[config.mk]
export PLATFORM = sky130hd
export DESIGN_NAME = channel_reset_issuer
export DESIGN_NICKNAME = d
export VERILOG_FILES = /design/src/rtl/channel_reset_issuer_pkg.sv /design/src/rtl/channel_reset_issuer_sync_2ff.sv /design/src/rtl/channel_reset_issuer.sv
export SDC_FILE = /design/constraint.sdc
export NUM_CORES = 1
export LEC_CHECK = 0
export CORE_ASPECT_RATIO = 1.75
export CORE_MARGIN = 2
export CORE_UTILIZATION = 54
export DETAILED_ROUTE_END_ITERATION = 8
export PLACE_DENSITY_LB_ADDON = 0.05
export SYNTH_ARGS = -nofsm -noshare
export SYNTH_HDL_FRONTEND = slang
export SYNTH_SLANG_ARGS = --single-unit
[constraint.sdc]
create_clock -name clk50 -period 2.55 [get_ports clk50]
set_clock_uncertainty 0.2 [all_clocks]
set_input_delay 0.3825 -clock clk50 [delete_from_list [all_inputs] [get_ports clk50]]
set_output_delay 0.3825 -clock clk50 [all_outputs]
set_load 0.005 [all_outputs]
[src/rtl/channel_reset_issuer_pkg.sv]
// rtl/channel_reset_issuer_pkg.sv - shared reset/control constants and FSM encoding
// Contents:
//   N_CHAN_DEF          channel FPGA count, also used by the channel-side reset logic
//   *_CYCLES_DEF        default pulse, holdoff and poll-timeout lengths in clk50 cycles
//   state_t             issuer FSM state encoding
//   max3()              helper used to size the shared down-counter
package channel_reset_issuer_pkg;

    localparam int N_CHAN_DEF         = 5;
    localparam int PULSE_CYCLES_DEF   = 16;
    localparam int HOLDOFF_CYCLES_DEF = 300;
    localparam int TIMEOUT_CYCLES_DEF = 4096;

    typedef enum logic [2:0] {
        ST_IDLE       = 3'd0,
        ST_ASSERT     = 3'd1,
        ST_HOLDOFF    = 3'd2,
        ST_WAIT_READY = 3'd3,
        ST_DONE       = 3'd4
    } state_t;

    function automatic int max3(input int a, input int b, input int c);
        int m;
        m = (a > b) ? a : b;
        return (m > c) ? m : c;
    endfunction

endpackage

[src/rtl/channel_reset_issuer_sync_2ff.sv]
// rtl/channel_reset_issuer_sync_2ff.sv - two-stage synchronizer for asynchronous level inputs
// Ports:
//   clk    destination clock
//   reset  synchronous active-high reset, clears both stages
//   d      asynchronous input bus (bits treated independently)
//   q      synchronized output, two clk cycles of latency
module sync_2ff #(
    parameter int WIDTH = 1
) (
    input  logic             clk,
    input  logic             reset,
    input  logic [WIDTH-1:0] d,
    output logic [WIDTH-1:0] q
);

    (* ASYNC_REG = "TRUE" *) logic [WIDTH-1:0] meta;
    (* ASYNC_REG = "TRUE" *) logic [WIDTH-1:0] stable;

    always_ff @(posedge clk) begin
        if (reset) begin
            meta   <= '0;
            stable <= '0;
        end else begin
            meta   <= d;
            stable <= meta;
        end
    end

    assign q = stable;

endmodule

[src/rtl/channel_reset_issuer.sv]
// rtl/channel_reset_issuer.sv - issues a timed reset pulse to selected channel FPGAs and polls their ready lines
// Ports:
//   clk50           50 MHz clock, the only clock
//   reset_clk50     synchronous active-high reset
//   start           single-cycle request, honoured only in IDLE
//   chan_mask       channels to reset, latched when start is accepted
//   chan_ready      asynchronous per-channel ready lines
//   rst_to_channel  registered active-high reset lines to the channels
//   busy            high from the accepting edge through the DONE cycle
//   done            single-cycle completion pulse
//   ready_status    masked synchronized ready captured on completion
//   timeout         set on completion if the ready poll expired
module channel_reset_issuer
    import channel_reset_issuer_pkg::*;
#(
    parameter int N_CHAN         = N_CHAN_DEF,
    parameter int PULSE_CYCLES   = PULSE_CYCLES_DEF,
    parameter int HOLDOFF_CYCLES = HOLDOFF_CYCLES_DEF,
    parameter int TIMEOUT_CYCLES = TIMEOUT_CYCLES_DEF
) (
    input  logic              clk50,
    input  logic              reset_clk50,
    input  logic              start,
    input  logic [N_CHAN-1:0] chan_mask,
    input  logic [N_CHAN-1:0] chan_ready,
    output logic [N_CHAN-1:0] rst_to_channel,
    output logic              busy,
    output logic              done,
    output logic [N_CHAN-1:0] ready_status,
    output logic              timeout
);

    localparam int CNT_W = $clog2(max3(PULSE_CYCLES, HOLDOFF_CYCLES, TIMEOUT_CYCLES) + 1);

    // ASSERT and HOLDOFF count down to zero inclusive, so they load length-1.
    // WAIT_READY loads the full timeout: the zero-count cycle is one extra
    // poll, giving TIMEOUT_CYCLES+1 evaluations before giving up.
    localparam logic [CNT_W-1:0] PULSE_LOAD   = CNT_W'(PULSE_CYCLES - 1);
    localparam logic [CNT_W-1:0] HOLDOFF_LOAD = CNT_W'(HOLDOFF_CYCLES - 1);
    localparam logic [CNT_W-1:0] TIMEOUT_LOAD = CNT_W'(TIMEOUT_CYCLES);

    state_t              state;
    logic [CNT_W-1:0]    cnt;
    logic [N_CHAN-1:0]   mask;
    logic [N_CHAN-1:0]   ready_sync;
    logic                all_ready;

    sync_2ff #(
        .WIDTH (N_CHAN)
    ) u_ready_sync (
        .clk   (clk50),
        .reset (reset_clk50),
        .d     (chan_ready),
        .q     (ready_sync)
    );

    assign all_ready = ((ready_sync & mask) == mask);

    always_ff @(posedge clk50) begin
        if (reset_clk50) begin
            state          <= ST_IDLE;
            cnt            <= '0;
            mask           <= '0;
            rst_to_channel <= '0;
            busy           <= 1'b0;
            done           <= 1'b0;
            ready_status   <= '0;
            timeout        <= 1'b0;
        end else begin
            done <= 1'b0;
            case (state)
                ST_IDLE: begin
                    if (start) begin
                        busy         <= 1'b1;
                        ready_status <= '0;
                        timeout      <= 1'b0;
                        if (chan_mask != '0) begin
                            mask           <= chan_mask;
                            rst_to_channel <= chan_mask;
                            cnt            <= PULSE_LOAD;
                            state          <= ST_ASSERT;
                        end else begin
                            // Empty mask: nothing to reset, report completion at once.
                            mask  <= '0;
                            done  <= 1'b1;
                            state <= ST_DONE;
                        end
                    end
                end
                ST_ASSERT: begin
                    if (cnt == '0) begin
                        rst_to_channel <= '0;
                        cnt            <= HOLDOFF_LOAD;
                        state          <= ST_HOLDOFF;
                    end else begin
                        cnt <= cnt - 1'b1;
                    end
                end
                ST_HOLDOFF: begin
                    if (cnt == '0) begin
                        cnt   <= TIMEOUT_LOAD;
                        state <= ST_WAIT_READY;
                    end else begin
                        cnt <= cnt - 1'b1;
                    end
                end
                ST_WAIT_READY: begin
                    if (all_ready || (cnt == '0)) begin
                        ready_status <= ready_sync & mask;
                        timeout      <= ~all_ready;
                        done         <= 1'b1;
                        state        <= ST_DONE;
                    end else begin
                        cnt <= cnt - 1'b1;
                    end
                end
                ST_DONE: begin
                    busy  <= 1'b0;
                    state <= ST_IDLE;
                end
                default: begin
                    state <= ST_IDLE;
                end
            endcase
        end
    end

endmodule

==> summary.txt <==
Placement
  – Final HPWL DP: 3.74 mm
  – GP Congestion: 0.976
  – Placed cell count: around 300
  – Buffers on Ports: 25

Critical path
  – Largest stage delay on the critical path: between 0.4 and 0.5 ns
  – Worst setup path endpoint: cnt[2]$_SDFFE_PP0P_
  – Reg2reg start: cnt[0]$_SDFFE_PP0P_
  – R2R setup slack: ~0.17 ns
  – Worst Path Class, Setup: flip-flop to flip-flop
  – Reg-to-reg endpoint: cnt[2]$_SDFFE_PP0P_
  – Reg2Reg Depth: 9
  – Number of stages on the worst setup path: 9
  – Crit. End Element: flip-flop
  – CP cell instances: inv_1 -> ha_1 -> nor2b_1 -> nand4_1 -> buf_4 -> nand2_1 -> o22a_1 -> or4b_1 -> o311ai_0
  – CP required: 2.55 ns
  – Crit-path slowest cell: or4b_1
  – Worst endpoint data arrival time: 2.38 ns
  – CP Launch Type: flip-flop
  – Launch point of the worst path: cnt[0]$_SDFFE_PP0P_
  – Max FO, Critical Path: 8
  – Buf/Inv on CP: 2
  – Crit path max-delay family: simple AND/OR/NAND/NOR gates

Clock network
  – Total CTS buffers: 5
  – Maximum root-to-sink buffer count: 2
  – # hold bufs at CTS: 0
  – Clock Sinks: between 40 and 50
  – Post-CTS Setup Inserts: 0
  – CTS tree: done
  – H-tree levels: 2
  – CTS root buffer: clkbuf_8
  – PostCTS Resize Cnt: 0
  – Clock Pin Slew Worst Setup and Hold Paths: about 0.080 ns
  – Worst-Skew Late Latency: 0.30 ns

Flow run
  – Max-Cap Viols: 0

Power
  – Sw Ratio: about 33%
  – Logic pwr share: approximately 30%
  – Clk pwr share: 27.3%
  – Maximum vdd drop: just under 0.6 mV
  – Internal: approximately 1.3 mW
  – Flop pwr share: 42.4%
  – Switching Power: ~0.63 mW
  – Leakage: 0.892 nW
  – Power Density: 780 nW/um^2

Drt
  – Via count: approximately 1900
  – DRC errors left: 0
  – Antenna Nets Post-Route: 0
  – Router iterations before antenna repair: 4
  – First-iteration detailed-routing DRC count: 59
  – Total Wirelength: around 5 mm
  – Vias per inst: a little under 6
  – Routed len/inst: between 15 and 20 um

Global routing
  – Grt ovf: 0
  – Pin count of the biggest net entering global routing: 18
  – GR Util All Layers: 25.8%
  – Number of antenna violations at the first check in global routing: 0
  – First-pass GRT wire length: ~8.3 mm
  – Vias in the first global route: around 1900

Floorplanning
  – Die width: between 40 and 50 um
  – Die area: between 4000 and 5000 um^2
  – Row cnt: 29
  – DIE HEIGHT: between 80 and 90 um
  – Core area: roughly 3600 um^2
  – Initial Util: 55.4%
  – I/O Pins: 26

Final layout
  – Reg area: 881 um^2
  – Final net count: roughly 280
  – Fillers: 300
  – Area of the multi-input gates: approximately 1000 um^2
  – # diodes: 0
  – Area growth, synth to finish: 24.0%
  – Most frequent cells in the layout: dfxtp_1 (44), a21oi_1 (29), nand2_1 (27)
  – Commonest non-fill, non-tap cell in the layout: dfxtp_1
  – Layout cells sized above 1: 12.2%
  – Final core occ: a little under 70%
  – Final Non-Filler Cells: ~320

Logic synthesis
  – Post-Synthesis Cells: roughly 240
  – Synth warn: 0
  – Syn Area/Cell: ~8.4 um^2
  – Top FF cell, synth: dfxtp_1
  – Cell area after synthesis: approximately 2000 um^2
  – Largest cells by area after synthesis: dfxtp_1 (44%), a21oi_1 (7.3%), nand2_1 (5.1%)
  – FF+latch count, synth: 44
  – Post-synthesis net count: 251
  – Netlist cell types: between 40 and 50
  – EDFF count, synth: 0
  – Top cell type's share of synthesized area: 44.2%
  – Async SR Flop Fraction: 0%
  – Sequential share of the synthesized area: between 40 and 50%
  – Area leader, netlist: dfxtp_1

STA
  – Final hold viol count: 0
  – Slew HR: 67.2%
  – Slew @ Worst Pin: around 0.49 ns
  – Final setup vio count: 0
  – RSZ-0062 raised after global routing: false
  – Max Transition Viols Final: 0
  – TNS Setup: 0 ns
  – Max Freq: between 0.4 and 0.5 GHz
  – Fin crit period: between 2 and 2.5 ns
  – Tcrit/Tclk final: 93.3%

Min path
  – HP Class: flip-flop to flip-flop

Run status
  – Outcome: finished, final reports clean
-- stage by stage --
stage | hold slack (ns) | total power [mW] | setup slack, ns | area, um^2
after global placement | 0.223 | 1.40 | 0.0613 | 2360
after CTS | 0.247 | 1.93 | 0.182 | 2470
after global routing | 0.264 | 2.03 | 0.0167 | 2470
after floorplan | 0.214 | 1.21 | 0.451 | 1990
final | 0.240 | 1.92 | 0.170 | 2470
after detailed placement | 0.228 | 1.40 | 0.0475 | 2360
-- how the worst min path moves through the flow --
stage,to,from,depth (start not counted)
2_1_floorplan,u_ready_sync.q[0]$_SDFF_PP0_,u_ready_sync.meta[0]$_SDFF_PP0_,1
3_3_place_gp,u_ready_sync.q[1]$_SDFF_PP0_,u_ready_sync.meta[1]$_SDFF_PP0_,1
3_5_place_dp,u_ready_sync.q[1]$_SDFF_PP0_,u_ready_sync.meta[1]$_SDFF_PP0_,1
4_1_cts,u_ready_sync.q[1]$_SDFF_PP0_,u_ready_sync.meta[1]$_SDFF_PP0_,1
5_1_grt,u_ready_sync.q[0]$_SDFF_PP0_,u_ready_sync.meta[0]$_SDFF_PP0_,1
6_report,u_ready_sync.q[1]$_SDFF_PP0_,u_ready_sync.meta[1]$_SDFF_PP0_,1
-- cell type report --
class / instances / share of cell area [%]
clock buffers: 6 / 2.94
clock inverters: 2 / 1.42
inverters: 7 / 1.06
multi-input cells: 172 / 41.7
flip-flops and latches: 44 / 35.7
well taps: 46 / 2.33
repair buffers: 39 / 14.9
-- kinds of logic (layout without fill, tap and decap cells) --
logic type	after synthesis	in the layout	synth area share, %
AOI/OAI and AO/OA	72	72	24.3
xor gates and xnor gates	3	3	1.32
adders and majority gates	2	2	1.26
buffers and inverters	20	54	4.09
DFF	44	44	44.2
and+or+nand+nor	95	95	24.8
-- routing by layer --
| metal | GRT usage [%] | part of all wire [%] | vias to the layer above |
|---|---|---|---|
| li1 | - | - | 913 |
| met1 | 25.8 | 38 | 871 |
| met2 | 46.4 | 54 | 58 |
| met3 | 4.45 | 3.0 | 26 |
| met4 | 17.9 | 5.4 | 0 |
| met5 | 0 | 0 | - |
-- synthesized netlist by cell type, types with 2 or more instances --
library cell and n:
o21a_1 3, o2111ai_1 6, a21o_1 5, or2_2 2
o21ai_0 6, or4_1 3, inv_1 7, or3_4 2
o31ai_1 4, nor2_1 22, nand2b_1 2, ha_1 2
o311ai_0 2, nor3_1 9, nor2_2 2, nor3_2 2
nand2_1 27, a22oi_1 2, clkbuf_1 10, buf_2 2
a21oi_1 29, nand3b_1 2, dfxtp_1 44, or3_1 5
nor2b_1 11, nand3_1 2, xnor2_1 3, a211oi_1 6
-- power groups by stage --
stage / clock network, mW / registers (mW) / logic [mW]
final: 0.525 / 0.816 / 0.584
after global routing: 0.558 / 0.825 / 0.647
after CTS: 0.531 / 0.814 / 0.582
after detailed placement: 0 / 0.830 / 0.575
after global placement: 0 / 0.829 / 0.570
after floorplan: 0 / 0.806 / 0.403
-- registers in the layout, indices dropped and copies added, names as in the netlist --
name and cells:
cnt 13, done 1, u_ready_sync.meta 5, u_ready_sync.q 5, ready_status 5, timeout 1, busy 1, rst_to_channel 5
state 3, mask 5
No activity file was read; power rests on OpenSTA's default activity.
==> RTL edit 1: new RTL, same flow settings <==
Register the output `ready_status` once more, without a reset; this adds one clock of latency there. The other outputs are not delayed to match.
--- a/src/rtl/channel_reset_issuer.sv
+++ b/src/rtl/channel_reset_issuer.sv
@@ -40,4 +40,6 @@
     localparam logic [CNT_W-1:0] TIMEOUT_LOAD = CNT_W'(TIMEOUT_CYCLES);
 
+    logic [N_CHAN-1:0] ready_status_s0;
+
     state_t              state;
     logic [CNT_W-1:0]    cnt;
@@ -65,5 +67,5 @@
             busy           <= 1'b0;
             done           <= 1'b0;
-            ready_status   <= '0;
+            ready_status_s0 <= '0;
             timeout        <= 1'b0;
         end else begin
@@ -73,5 +75,5 @@
                     if (start) begin
                         busy         <= 1'b1;
-                        ready_status <= '0;
+                        ready_status_s0 <= '0;
                         timeout      <= 1'b0;
                         if (chan_mask != '0) begin
@@ -107,5 +109,5 @@
                 ST_WAIT_READY: begin
                     if (all_ready || (cnt == '0)) begin
-                        ready_status <= ready_sync & mask;
+                        ready_status_s0 <= ready_sync & mask;
                         timeout      <= ~all_ready;
                         done         <= 1'b1;
@@ -126,4 +128,8 @@
     end
 
+    always_ff @(posedge clk50) begin
+        ready_status <= ready_status_s0;
+    end
+
 endmodule
 
Behaviour: same outputs for any inputs over 10 cycles, from zero or initial values and one cycle with reset_clk50 high; that may be too few to reach the edited logic, so the function may still have changed.
==> RTL edit 1 against the unedited design <==
Combinational power rose by 6.2%. Fmax rose by 4.5%. Worst setup slack improved by 0.10 ns. Routed wire length rose by 4.0%. Sequential share of layout area rose by 1.1 points. Synthesized cell count rose by 8.5%. Sequential cell count rose by 5. Total power rose by 6.8%. Synthesized area rose by 9.9%. Clock power rose by 7.6%. Design area rose by 8.2%. Worst hold slack got worse by 0.086 ns. Count of clock-buffer cells in the layout fell by 1. Critical path type unchanged. Critical endpoint is now cnt[8]. Largest power group unchanged.
==> RTL edit 1: results (changes against the unedited design) <==
| Metric | Value |
|---|---|
| Setup slack after placement | `0.00213 ns (-0.0454 ns)` |
| Highest-delay cell along the critical path | `nor3_1` |
| Register-to-Register Path Depth | `8 (-1)` |
| Maximum number of pins on one net before global-route repair | `32 (+14)` |
| Routability Congestion | `0.895 (-8.3%)` |
| Synth cell types | `50 (+19%)` |
| Critical Path Max Stage Delay | `0.40 ns (-0.08 ns)` |
| Clk slew on worst S/H paths | `roughly 0.090 ns` |
| Hold Path Sink | `ready_status[3]` |
| Run status | `finished, final reports clean` |
| Leakage power figure | `1.06 nW (+18%)` |
| Average routed wire per standard cell | `15.2 microns (-3.9%)` |
| Worst slew margin relative to its limit | `0.655 (-0.0169)` |
| Hold Path Stages | `0 (-1)` |
| Worst reg2reg path endpoint | `cnt[8]` |
| GR Util All Layers | `0.258 (+0.000367)` |
| Leading cell types by count after synthesis | `49 x dfxtp_1, 36 x nand2_1, 28 x nor2_1` |
| Vias in the first global route | `1967 (+6.3%)` |
| Biggest area contributors in the synthesized netlist | `dfxtp_1 45%, nand2_1 6.2%, a21oi_1 5.3%` |
| Data arrival time of the critical path | `2.34 ns (-0.04 ns)` |
| Number of fill cells in the layout | `319 (+6.3%)` |
| Share of flip-flops with an asynchronous set or reset | `0 (unchanged)` |
| Via-to-Cell Ratio | `5.68 (-3.9%)` |
| Wire length of the first global-routing pass | `8630 microns (+3.4%)` |
| Clock Path Buffers | `2 (unchanged)` |
| Highest ir drop seen on vdd | `0.000714 V (+22%)` |
| Number of nets in the layout | `308 (+8.5%)` |
| Share of the yosys chip area belonging to registers | `0.448 (+0.00577)` |
| Power spent charging and discharging nets | `675 uW (+7.1%)` |
| Synthesized net count | `271 (+8.0%)` |
| Initial detailed-routing violation count | `46 (-22%)` |
| Detailed Place HPWL | `3960 microns (+6.0%)` |
| HP Start | `ready_status_s0[3]` |
| Number of setup violations in the final report | `0 (unchanged)` |
-- RTL edit 1: how the worst max path moves through the flow --
stage | start | endpoint | slack, ns | cells past startpoint
after global placement | chan_mask[3] | cnt[6] | 0.03 | 7
final | cnt[0] | cnt[8] | 0.27 | 8
after CTS | cnt[0] | cnt[8] | 0.28 | 8
after global routing | cnt[0] | cnt[0] | 0.05 | 9
after floorplan | cnt[0] | cnt[6] | 0.50 | 8
after detailed placement | chan_mask[2] | cnt[6] | 0.002 | 7
-- RTL edit 1: area by class of cell --
type	instances	area [sq um]	share of cell area
Tap cell	48	60.1	0.0225
Clock buffer	5	68.8	0.0258
Inverter	7	26.3	0.00984
Clock inverter	3	43.8	0.0164
Timing Repair Buffer	43	385	0.144
Sequential cell	49	981	0.367
Multi-Input combinational cell	187	1100	0.414
-- RTL edit 1: cell families after synthesis --
group           after synthesis  share of synthesized area
mux                           5                     0.0229
buf+inv                      20                     0.0469
compound gates               59                      0.186
xor+xnor                      1                    0.00400
fa+ha+maj                     2                     0.0114
flops                        49                      0.448
simple gates                120                      0.280
-- RTL edit 1: power by group through the flow --
stage	combinational (mW)	clock [mW]	sequential [mW]
floorplan	0.429	0	0.874
CTS	0.619	0.573	0.870
detailed placement	0.616	0	0.889
finish	0.620	0.565	0.870
global route	0.687	0.609	0.879
global placement	0.606	0	0.888
-- RTL edit 1: stage by stage --
step	hold slack [ns]	area (sq um)	std cells	total power, mW
finish	0.154	2670	342	2.05
global route	0.159	2670	342	2.18
CTS	0.158	2670	342	2.06
detailed placement	0.141	2560	334	1.50
global placement	0.138	2560	334	1.49
floorplan	0.131	2190	256	1.30
-- RTL edit 1: per-layer routing --
metal / part of all wire / track usage
met3: 0.027 / 0.0557
met5: 0 / 0
met2: 0.59 / 0.506
met4: 0.046 / 0.153
met1: 0.34 / 0.225
-- RTL edit 1: worst register-to-register path, cell delays in order (launching register included) --
cell and delay (ns):
dfxtp_1 0.34, inv_1 0.12, ha_1 0.21, nor2b_1 0.32, nand4_2 0.30, nor3_1 0.41
a31oi_1 0.09, a21oi_1 0.15, a21o_1 0.10
==> RTL edit 2: new RTL, same settings <==
Without the edit above. The package constant `PULSE_CYCLES_DEF` goes from 16 to 8.
--- a/src/rtl/channel_reset_issuer_pkg.sv
+++ b/src/rtl/channel_reset_issuer_pkg.sv
@@ -8,5 +8,5 @@
 
     localparam int N_CHAN_DEF         = 5;
-    localparam int PULSE_CYCLES_DEF   = 16;
+    localparam int PULSE_CYCLES_DEF   = 8;
     localparam int HOLDOFF_CYCLES_DEF = 300;
     localparam int TIMEOUT_CYCLES_DEF = 4096;
Check against the original RTL: not equivalent (a bounded check fails within 10 cycles, from zero or initial values and one cycle with reset_clk50 high).
==> RTL edit 2 against the unedited design <==
Design area up 11%. Worst setup slack worse by 0.16 ns. Largest cell class unchanged. Sequential cell count unchanged. Synthesized area down 1.3%. Utilization up 8.2 points. Routed wire length up 2.4%.
Power is not compared: it rests on default switching activity, and its combinational part moved more than twofold at a synthesized area within 25%.
==> RTL edit 2: results (changes against the unedited design) <==
| Metric | Value |
|---|---|
| Highest-delay cell along the critical path | `or4b_4` |
| Met3 layer usage reported by global route | `0.0376 (-0.00685)` |
| Maximum number of pins on one net before global-route repair | `17 (-1)` |
| CTS H-tree depth | `2 (unchanged)` |
| Fraction of synthesized area in multiplexers | `0.00510 (+0.00510)` |
| Met3 WL post-DR | `160 microns (+8.1%)` |
| Run status | `finished, final reports clean` |
| Actual transition at the worst max-transition pin | `0.552 ns (+0.0619 ns)` |
| DR WL met2 | `2890 microns (+7.9%)` |
| Synthesized area divided by synthesized cell count | `8.32 sq um (-1.3%)` |
| Final worst-path cycle share | `0.997 (+0.0633)` |
| Post-Layout Cell Count | `341 (+7.9%)` |
| Leading cell types by count after synthesis | `44 x dfxtp_1, 35 x a21oi_1, 28 x nor2_1` |
| Worst reg2reg path endpoint | `cnt[12]` |
| Synth cell types | `37 (-12%)` |
| Detailed Place HPWL | `3520 microns (-5.7%)` |
| Number of fill cells in the layout | `270 (-10%)` |
| Setup slack after placement | `-0.0660 ns (-0.113 ns)` |
| Vias in the first global route | `1780 (-3.8%)` |
| Reg-to-reg setup timing slack | `0.009 ns (-0.16 ns)` |
| Placed inst area | `2440 sq um (+3.2%)` |
| Post-placement cell count | `326 (+5.8%)` |
| Initial detailed-routing violation count | `53 (-10%)` |
| Register-to-Register Path Depth | `10 (+1)` |
| Number of nets in the layout | `309 (+8.8%)` |
| Routed via count | `1888 (+1.1%)` |
| Global routing met1 resource utilization | `0.271 (+0.0124)` |
| Met2 track demand over resource | `0.496 (+0.0315)` |
| Adder-cell share of the synthesized area | `0.0127 (+0.000168)` |
| Routability Congestion | `0.867 (-11%)` |
| Share of layout cells above drive strength 1 | `0.268 (+0.146)` |
| Biggest area contributors in the synthesized netlist | `dfxtp_1 45%, a21oi_1 8.9%, nor2_1 5.4%` |
| Routed length on met1 | `1950 microns (+3.6%)` |
| Top fanout value on the critical path | `5 (-3)` |
| Complex-gate fraction of the synthesized area | `0.227 (-0.0159)` |
| Area used by multi-input combinational logic | `1100 sq um (+7.4%)` |
| Post-Route Hold Slack | `0.242 ns (+0.00158 ns)` |
| Share of the yosys chip area belonging to registers | `0.448 (+0.00592)` |
| Hold Path Sink | `u_ready_sync.q[0]` |
| GR Util All Layers | `0.253 (-0.00427)` |
| Average routed wire per standard cell | `15.0 microns (-5.1%)` |
-- RTL edit 2: what timing repair did --
action                                  in CTS  in global routing
hold buffers                                 0                  0
buffers inserted                             4                  4
gates cloned                                 0                  0
gates resized for setup                     19                 14
endpoints found under the setup margin      17                 21
pin swaps                                    9                 11
-- RTL edit 2: worst max path at each step --
stage / startpoint / endpoint / cells past startpoint
finish: cnt[0] / cnt[12] / 10
global route: cnt[0] / cnt[3] / 10
CTS: cnt[0] / cnt[3] / 10
detailed placement: cnt[0] / cnt[0] / 8
global placement: cnt[0] / cnt[12] / 9
floorplan: cnt[0] / cnt[9] / 10
-- RTL edit 2: cell type report --
class | instances | share of cell area
Clock buffer | 7 | 0.0352
Clock inverter | 1 | 0.0110
Inverter | 7 | 0.00961
Multi-Input combinational cell | 175 | 0.404
Sequential cell | 44 | 0.323
Tap cell | 46 | 0.0211
Timing Repair Buffer | 61 | 0.196
